[src/rtl/uart_frame_tx_pkg.sv]
// Shared constants for the response-frame transmitter: state encoding, CRC-8
// polynomial, default framing bytes and a byte-serial CRC step.
package uart_frame_tx_pkg;

  localparam logic [1:0] ST_IDLE      = 2'd0;
  localparam logic [1:0] ST_ISSUE     = 2'd1;
  localparam logic [1:0] ST_WAIT_DONE = 2'd2;
  localparam logic [1:0] ST_GAP       = 2'd3;

  localparam logic [7:0] CRC8_POLY  = 8'h07;
  localparam logic [7:0] DEF_HEADER = 8'h80;
  localparam logic [7:0] DEF_TAIL   = 8'h55;

  // MSB-first, unreflected CRC-8 update over one byte.
  function automatic logic [7:0] crc8_next(input logic [7:0] crc, input logic [7:0] data);
    logic [7:0] c;
    c = crc ^ data;
    for (int i = 0; i < 8; i++) begin
      c = c[7] ? ((c << 1) ^ CRC8_POLY) : (c << 1);
    end
    return c;
  endfunction

endpackage

[src/rtl/uart_frame_tx_crc8.sv]
// Byte-serial CRC-8 accumulator; clear has priority over update.
module crc8
  import uart_frame_tx_pkg::*;
(
  input  logic       clk,
  input  logic       rst_n,
  input  logic       crc_en,
  input  logic       crc_clr,
  input  logic [7:0] data_in,
  output logic [7:0] crc_out
);

  logic [7:0] crc_q;
  logic [7:0] crc_d;

  always_comb begin
    crc_d = crc_q;
    if (crc_clr) begin
      crc_d = 8'h00;
    end else if (crc_en) begin
      crc_d = crc8_next(crc_q, data_in);
    end
  end

  always_ff @(posedge clk or negedge rst_n) begin
    if (!rst_n) begin
      crc_q <= 8'h00;
    end else begin
      crc_q <= crc_d;
    end
  end

  assign crc_out = crc_q;

endmodule

[src/rtl/uart_frame_tx.sv]
// Response-frame transmitter: HEADER, payload, optional CRC-8 and TAIL handed
// to a byte-level uart_tx one byte at a time with a programmable gap.
module uart_frame_tx
  import uart_frame_tx_pkg::*;
#(
  parameter int         MAX_BYTES  = 8,
  parameter int         LEN_W      = 4,
  parameter logic [7:0] HEADER     = DEF_HEADER,
  parameter logic [7:0] TAIL       = DEF_TAIL,
  parameter bit         CRC_EN     = 1'b1,
  parameter int         GAP_CYCLES = 16
) (
  input  logic                   clk_50M,
  input  logic                   rst_n,
  input  logic                   req,
  input  logic [LEN_W-1:0]       req_len,
  input  logic [8*MAX_BYTES-1:0] req_data,
  output logic                   frame_busy,
  output logic                   frame_done,
  output logic                   req_drop,
  output logic                   uart_tx_en,
  output logic [7:0]             uart_tx_data,
  input  logic                   uart_tx_busy,
  input  logic                   uart_tx_done,
  output logic [1:0]             dbg_state
);

  // Handshake: uart_tx_en is a single-cycle start strobe, accepted only while
  // uart_tx_busy was low in the preceding ISSUE cycle; uart_tx_data is valid
  // with the strobe and held until the next one; uart_tx_done is honoured
  // only while waiting on the byte just issued.

  localparam int IDX_W = $clog2(MAX_BYTES + 4);
  localparam int GAP_W = (GAP_CYCLES > 1) ? $clog2(GAP_CYCLES) : 1;

  logic [1:0]             state_q, state_d;
  logic [IDX_W-1:0]       idx_q, idx_d;
  logic [IDX_W-1:0]       len_q, len_d;
  logic [8*MAX_BYTES-1:0] data_q, data_d;
  logic [GAP_W-1:0]       gap_q, gap_d;
  logic                   tx_en_q, tx_en_d;
  logic [7:0]             tx_data_q, tx_data_d;
  logic                   done_q, done_d;
  logic                   drop_q, drop_d;

  logic                   crc_en;
  logic                   crc_clr;
  logic [7:0]             crc_out;
  logic [7:0]             pay_byte;
  logic [7:0]             cur_byte;
  logic                   is_payload;
  logic [IDX_W-1:0]       last_idx;
  logic [IDX_W-1:0]       len_clamp;

  assign len_clamp = (req_len > LEN_W'(MAX_BYTES)) ? IDX_W'(MAX_BYTES) : IDX_W'(req_len);

  // Frame byte at the current index: 0 = HEADER, 1..L = payload, then CRC, then TAIL.
  always_comb begin
    pay_byte = 8'h00;
    for (int i = 0; i < MAX_BYTES; i++) begin
      if (idx_q == IDX_W'(i + 1)) begin
        pay_byte = data_q[8*i +: 8];
      end
    end
    last_idx   = len_q + (CRC_EN ? IDX_W'(2) : IDX_W'(1));
    is_payload = (idx_q != '0) && (idx_q <= len_q);
    if (idx_q == '0) begin
      cur_byte = HEADER;
    end else if (is_payload) begin
      cur_byte = pay_byte;
    end else if (CRC_EN && (idx_q == len_q + IDX_W'(1))) begin
      cur_byte = crc_out;
    end else begin
      cur_byte = TAIL;
    end
  end

  always_comb begin
    state_d   = state_q;
    idx_d     = idx_q;
    len_d     = len_q;
    data_d    = data_q;
    gap_d     = gap_q;
    tx_en_d   = 1'b0;
    tx_data_d = tx_data_q;
    done_d    = 1'b0;
    drop_d    = 1'b0;
    crc_en    = 1'b0;
    crc_clr   = 1'b0;
    case (state_q)
      ST_IDLE: begin
        if (req) begin
          data_d  = req_data;
          len_d   = len_clamp;
          idx_d   = '0;
          crc_clr = 1'b1;
          state_d = ST_ISSUE;
        end
      end
      ST_ISSUE: begin
        if (!uart_tx_busy) begin
          tx_data_d = cur_byte;
          tx_en_d   = 1'b1;
          crc_en    = is_payload;
          state_d   = ST_WAIT_DONE;
        end
      end
      ST_WAIT_DONE: begin
        if (uart_tx_done) begin
          if (idx_q == last_idx) begin
            done_d  = 1'b1;
            state_d = ST_IDLE;
          end else begin
            idx_d   = idx_q + IDX_W'(1);
            gap_d   = '0;
            state_d = (GAP_CYCLES == 0) ? ST_ISSUE : ST_GAP;
          end
        end
      end
      ST_GAP: begin
        if (gap_q == GAP_W'(GAP_CYCLES - 1)) begin
          state_d = ST_ISSUE;
        end else begin
          gap_d = gap_q + GAP_W'(1);
        end
      end
      default: state_d = ST_IDLE;
    endcase
    if (req && (state_q != ST_IDLE)) begin
      drop_d = 1'b1;
    end
  end

  always_ff @(posedge clk_50M or negedge rst_n) begin
    if (!rst_n) begin
      state_q   <= ST_IDLE;
      idx_q     <= '0;
      len_q     <= '0;
      data_q    <= '0;
      gap_q     <= '0;
      tx_en_q   <= 1'b0;
      tx_data_q <= 8'h00;
      done_q    <= 1'b0;
      drop_q    <= 1'b0;
    end else begin
      state_q   <= state_d;
      idx_q     <= idx_d;
      len_q     <= len_d;
      data_q    <= data_d;
      gap_q     <= gap_d;
      tx_en_q   <= tx_en_d;
      tx_data_q <= tx_data_d;
      done_q    <= done_d;
      drop_q    <= drop_d;
    end
  end

  crc8 u_crc8 (
    .clk     (clk_50M),
    .rst_n   (rst_n),
    .crc_en  (crc_en),
    .crc_clr (crc_clr),
    .data_in (cur_byte),
    .crc_out (crc_out)
  );

  assign frame_busy   = (state_q != ST_IDLE);
  assign frame_done   = done_q;
  assign req_drop     = drop_q;
  assign uart_tx_en   = tx_en_q;
  assign uart_tx_data = tx_data_q;
  assign dbg_state    = state_q;

endmodule

[config.mk]
export PLATFORM = sky130hd
export DESIGN_NAME = uart_frame_tx
export DESIGN_NICKNAME = d
export VERILOG_FILES = /design/src/rtl/uart_frame_tx_pkg.sv /design/src/rtl/uart_frame_tx_crc8.sv /design/src/rtl/uart_frame_tx.sv
export SDC_FILE = /design/constraint.sdc
export NUM_CORES = 1
export LEC_CHECK = 0
export CAP_MARGIN = 20
export CORE_ASPECT_RATIO = 0.8
export CORE_UTILIZATION = 50
export DETAILED_ROUTE_END_ITERATION = 12
export PLACE_DENSITY = 0.75
export SLEW_MARGIN = 20
export SYNTH_ARGS = -nofsm -noshare
export SYNTH_HDL_FRONTEND = slang
export SYNTH_HIERARCHICAL = 1
export SYNTH_SLANG_ARGS = --single-unit
[constraint.sdc]
create_clock -name clk_50M -period 5.9 [get_ports clk_50M]
set_input_delay 1.18 -clock clk_50M [delete_from_list [all_inputs] [get_ports clk_50M]]
set_output_delay 1.18 -clock clk_50M [all_outputs]
set_load 0.02 [all_outputs]
==> metrics.md <==
| Metric | Value |
|---|---|
| DRC viols | `0` |
| Cell count after synthesis | `490` |
| Starting density of the core | `51.8%` |
| ANT cells | `0` |
| Reg clk slew, reported paths | `0.07 ns` |
| CTS Sinks | `97` |
| # setup viols final | `0` |
| Share of cells above drive strength 1 | `16.6%` |
| Total Nets Final | `651` |
| Root buffer cell | `clkbuf_16` |
| Max Cap Violations | `0` |
| Gr usage total | `23.8%` |
| Cell Area, Synth | `0.00535 mm²` |
| Hold Crit Depth | `1` |
| Area Overhead vs Synth | `22.7%` |
| Seq cells post-synth | `97` |
| Drt pass-1 iters | `7` |
| Vias | `4067` |
| Hold path endpoint | `data_q[15]` |
| Worst-Skew Late Latency | `0.35 ns` |
| Startpoint Class | `flip-flop` |
| Die area | `0.0111 mm²` |
| # Post-CTS Setup Buffers | `0` |
| CTS resizes | `0` |
| Core Box Area | `0.0103 mm²` |
| IO buf count | `86` |
| Post-route ant nets | `0` |
| Cell Count Post-Placement | `692` |
| WL/cell | `17.8 µm` |
| Final Wtd Congestion | `0.873` |
| TritonCTS clock tree | `yes` |
| Post-route insts no fill | `707` |
| Post-Route WL | `12.6 mm` |
| H-tree levels | `3` |
| Actual slew at the worst max-slew pin | `1.04 ns` |
| PD cells | `498 mW/mm²` |
| Ys async rst share | `100%` |
| Vias/cell | `5.75` |
| RSZ-0062 raised after global routing | `false` |
| Fin. max-slew vios | `0` |
| Worst Reg2Reg Path Length in Cells | `11` |
| Min cycle time layout | `3.94 ns` |
| Initial antenna violation count | `0` |
| Post-synthesis cell type count | `60` |
| Syn avg cell area | `10.9 µm²` |
| Fin. Hold Viols | `0` |
| Worst-case vdd ir drop | `0.207 mV` |
| DP Wirelength | `9.16 mm` |
| Filler instances | `855` |
| Post-synth net total | `578` |
| Final TNS setup | `0 ns` |
| First-pass GRT wire length | `20.3 mm` |
| R2r setup slk | `1.96 ns` |
| Arr. time, crit path | `4.22 ns` |
| Vias in the first global route | `3968` |
| Slew headroom | `29.9%` |
| Fmax | `254 MHz` |
| Crit Path Class | `flip-flop to flip-flop` |
| Worst R2R End | `u_crc8/crc_out[3]` |
| Worst min-delay path category | `flip-flop to flip-flop` |
| FF-to-FF Start | `idx_q[0]` |
| Die height | `94.5 µm` |
| Synth warn | `6` |
| IO Pins | `87` |
| Worst-path fanout max | `12` |
| CTS max path bufs | `2` |
| # hold bufs at CTS | `0` |
| Largest net degree at the start of global routing | `55` |
| Chip Width | `118 µm` |
| Outcome | `completed` |
| FP Rows | `33` |
| LEAKAGE | `2.65 nW` |
| CP endpoint kind | `flip-flop` |
| Main flop type after synthesis | `dfrtp_1` |
| Clock skew | `0.00758 ns` |
| WP data required | `6.18 ns` |
| Worst hold slack | `0.516 ns` |
| Min-Delay Startpoint | `data_q[15]` |
| Post-synthesis sequential area ratio | `45.4%` |
| Final period utilization | `66.7%` |
| GRT overflow | `0` |
| CTS Buf Count | `9` |
| EDFF count, synth | `0` |
| Initial DRC count | `337` |
[through the flow]
step	utilization, %	area [µm²]	total power, W	setup WS [ns]
5_1_grt	63.6	6560	0.00348	1.70
4_1_cts	63.6	6560	0.00327	2.02
3_5_place_dp	60.9	6290	0.00271	2.05
6_report	63.6	6560	0.00327	1.96
3_3_place_gp	60.9	6290	0.00265	2.22
2_1_floorplan	-	5350	0.00229	2.68
[synth_stat cells, drive strengths merged, types with 2 or more instances]
master / n / area share, %
a31o: 7 / 1.1
o211ai: 5 / 0.70
o22ai: 6 / 0.82
xnor2: 14 / 2.7
nor2b: 6 / 0.70
o221ai: 3 / 0.49
o21ai: 16 / 1.5
xnor3: 5 / 2.1
o21a: 4 / 0.56
or2: 2 / 0.23
nand2: 28 / 2.0
nand3b: 19 / 2.7
a31oi: 6 / 0.70
nand2b: 8 / 0.94
nor3: 3 / 0.28
nor2: 22 / 1.5
or3: 8 / 0.94
dfrtp: 97 / 45
and3: 4 / 0.47
mux2: 65 / 14
inv: 18 / 1.3
a211oi: 4 / 0.56
nand3: 18 / 1.7
o2bb2ai: 7 / 1.1
buf: 5 / 0.51
xor2: 4 / 0.66
a21oi: 38 / 3.6
nor3b: 2 / 0.28
a32o: 4 / 0.75
a22oi: 5 / 0.70
xor3: 3 / 1.3
ha: 15 / 3.5
clkbuf: 21 / 1.5
[layer usage]
layer / GRT usage, % / wire length (µm) / up-vias / part of all wire (%)
li1: - / - / 1927 / -
met5: 0 / 0 / - / 0
met2: 36.0 / 5700 / 137 / 45
met1: 34.0 / 5960 / 1987 / 47
met4: 5.45 / 162 / 0 / 1.3
met3: 6.34 / 770 / 16 / 6.1
[kinds of logic after synthesis]
family,after synthesis,synth area share (%)
AOI/OAI and AO/OA,112,13.9
xor gates and xnor gates,26,6.81
adders and majority gates,15,3.51
buffers and inverters,45,3.32
DFF,97,45.4
muxes,66,13.9
and+or+nand+nor,129,13.2
[layout make-up]
| cell class | count | area [µm²] | area share, % |
|---|---|---|---|
| clock buffer | 11 | 243 | 3.70 |
| clock inverter | 4 | 27.5 | 0.420 |
| timing repair buffer | 88 | 873 | 13.3 |
| sequential | 97 | 2430 | 37.0 |
| inverter | 19 | 71.3 | 1.09 |
| tap | 140 | 175 | 2.67 |
| multi-input combinational | 348 | 2740 | 41.8 |
[worst max-delay path, cell delays in order, from the launching register on]
cell,delay (ns)
dfrtp_1,0.41
inv_1,0.17
ha_1,0.45
or3b_2,0.55
and2_1,0.19
a21oi_2,0.36
a2111oi_0,0.18
or3_1,0.44
xor3_1,0.41
xnor3_1,0.23
or3_1,0.33
a21oi_1,0.14
[how the worst max path moves through the flow]
stage	startpoint	end	slack, ns	cells past startpoint
floorplan	idx_q[0]	u_crc8/crc_out[3]	2.68	11
global placement	idx_q[0]	u_crc8/crc_out[3]	2.22	11
detailed placement	idx_q[0]	u_crc8/crc_out[3]	2.05	11
CTS	idx_q[0]	u_crc8/crc_out[3]	2.02	11
global route	idx_q[1]	u_crc8/crc_out[3]	1.70	11
finish	idx_q[0]	u_crc8/crc_out[3]	1.96	11
[registers in the layout (all words and copies together), names as in the netlist]
register / count
data_q: 64
dbg_state: 2
frame_done: 1
gap_q: 4
idx_q: 4
len_q: 4
req_drop: 1
u_crc8/crc_out: 8
uart_tx_data: 8
uart_tx_en: 1
[power breakdown]
part	switching, W	total [W]	leakage [nW]	internal (W)
registers	0.000229	0.00119	1.19	0.000959
logic	0.000714	0.00153	1.33	0.000811
clock network	0.000258	0.000555	0.136	0.000297
total	0.00120	0.00327	2.65	0.00207
[cell usage in the layout (no fill, tap or decap), types with 4 or more instances in the layout]
| cell | Yosys | layout |
|---|---|---|
| o22ai_1 | 5 | 5 |
| nand3_1 | 18 | 18 |
| a32o_1 | 4 | 4 |
| o21a_1 | 4 | 4 |
| o211ai_1 | 5 | 5 |
| ha_1 | 15 | 15 |
| xnor2_1 | 11 | 11 |
| nor2b_1 | 6 | 6 |
| a22oi_1 | 5 | 5 |
| nand2_1 | 28 | 28 |
| xor2_1 | 4 | 4 |
| o2bb2ai_1 | 7 | 7 |
| a211oi_1 | 4 | 4 |
| clkdlybuf4s50_1 | 0 | 85 |
| and3_1 | 4 | 4 |
| a31o_1 | 4 | 4 |
| xnor3_1 | 5 | 5 |
| inv_1 | 17 | 17 |
| nand2b_1 | 8 | 8 |
| nor2_1 | 22 | 22 |
| o21ai_0 | 16 | 16 |
| clkbuf_16 | 0 | 9 |
| or3_1 | 8 | 8 |
| nand3b_1 | 19 | 19 |
| a21oi_1 | 37 | 37 |
| a31oi_1 | 6 | 6 |
| mux2_2 | 64 | 64 |
| dfrtp_1 | 97 | 97 |
Power figures use the tool's default switching activity.
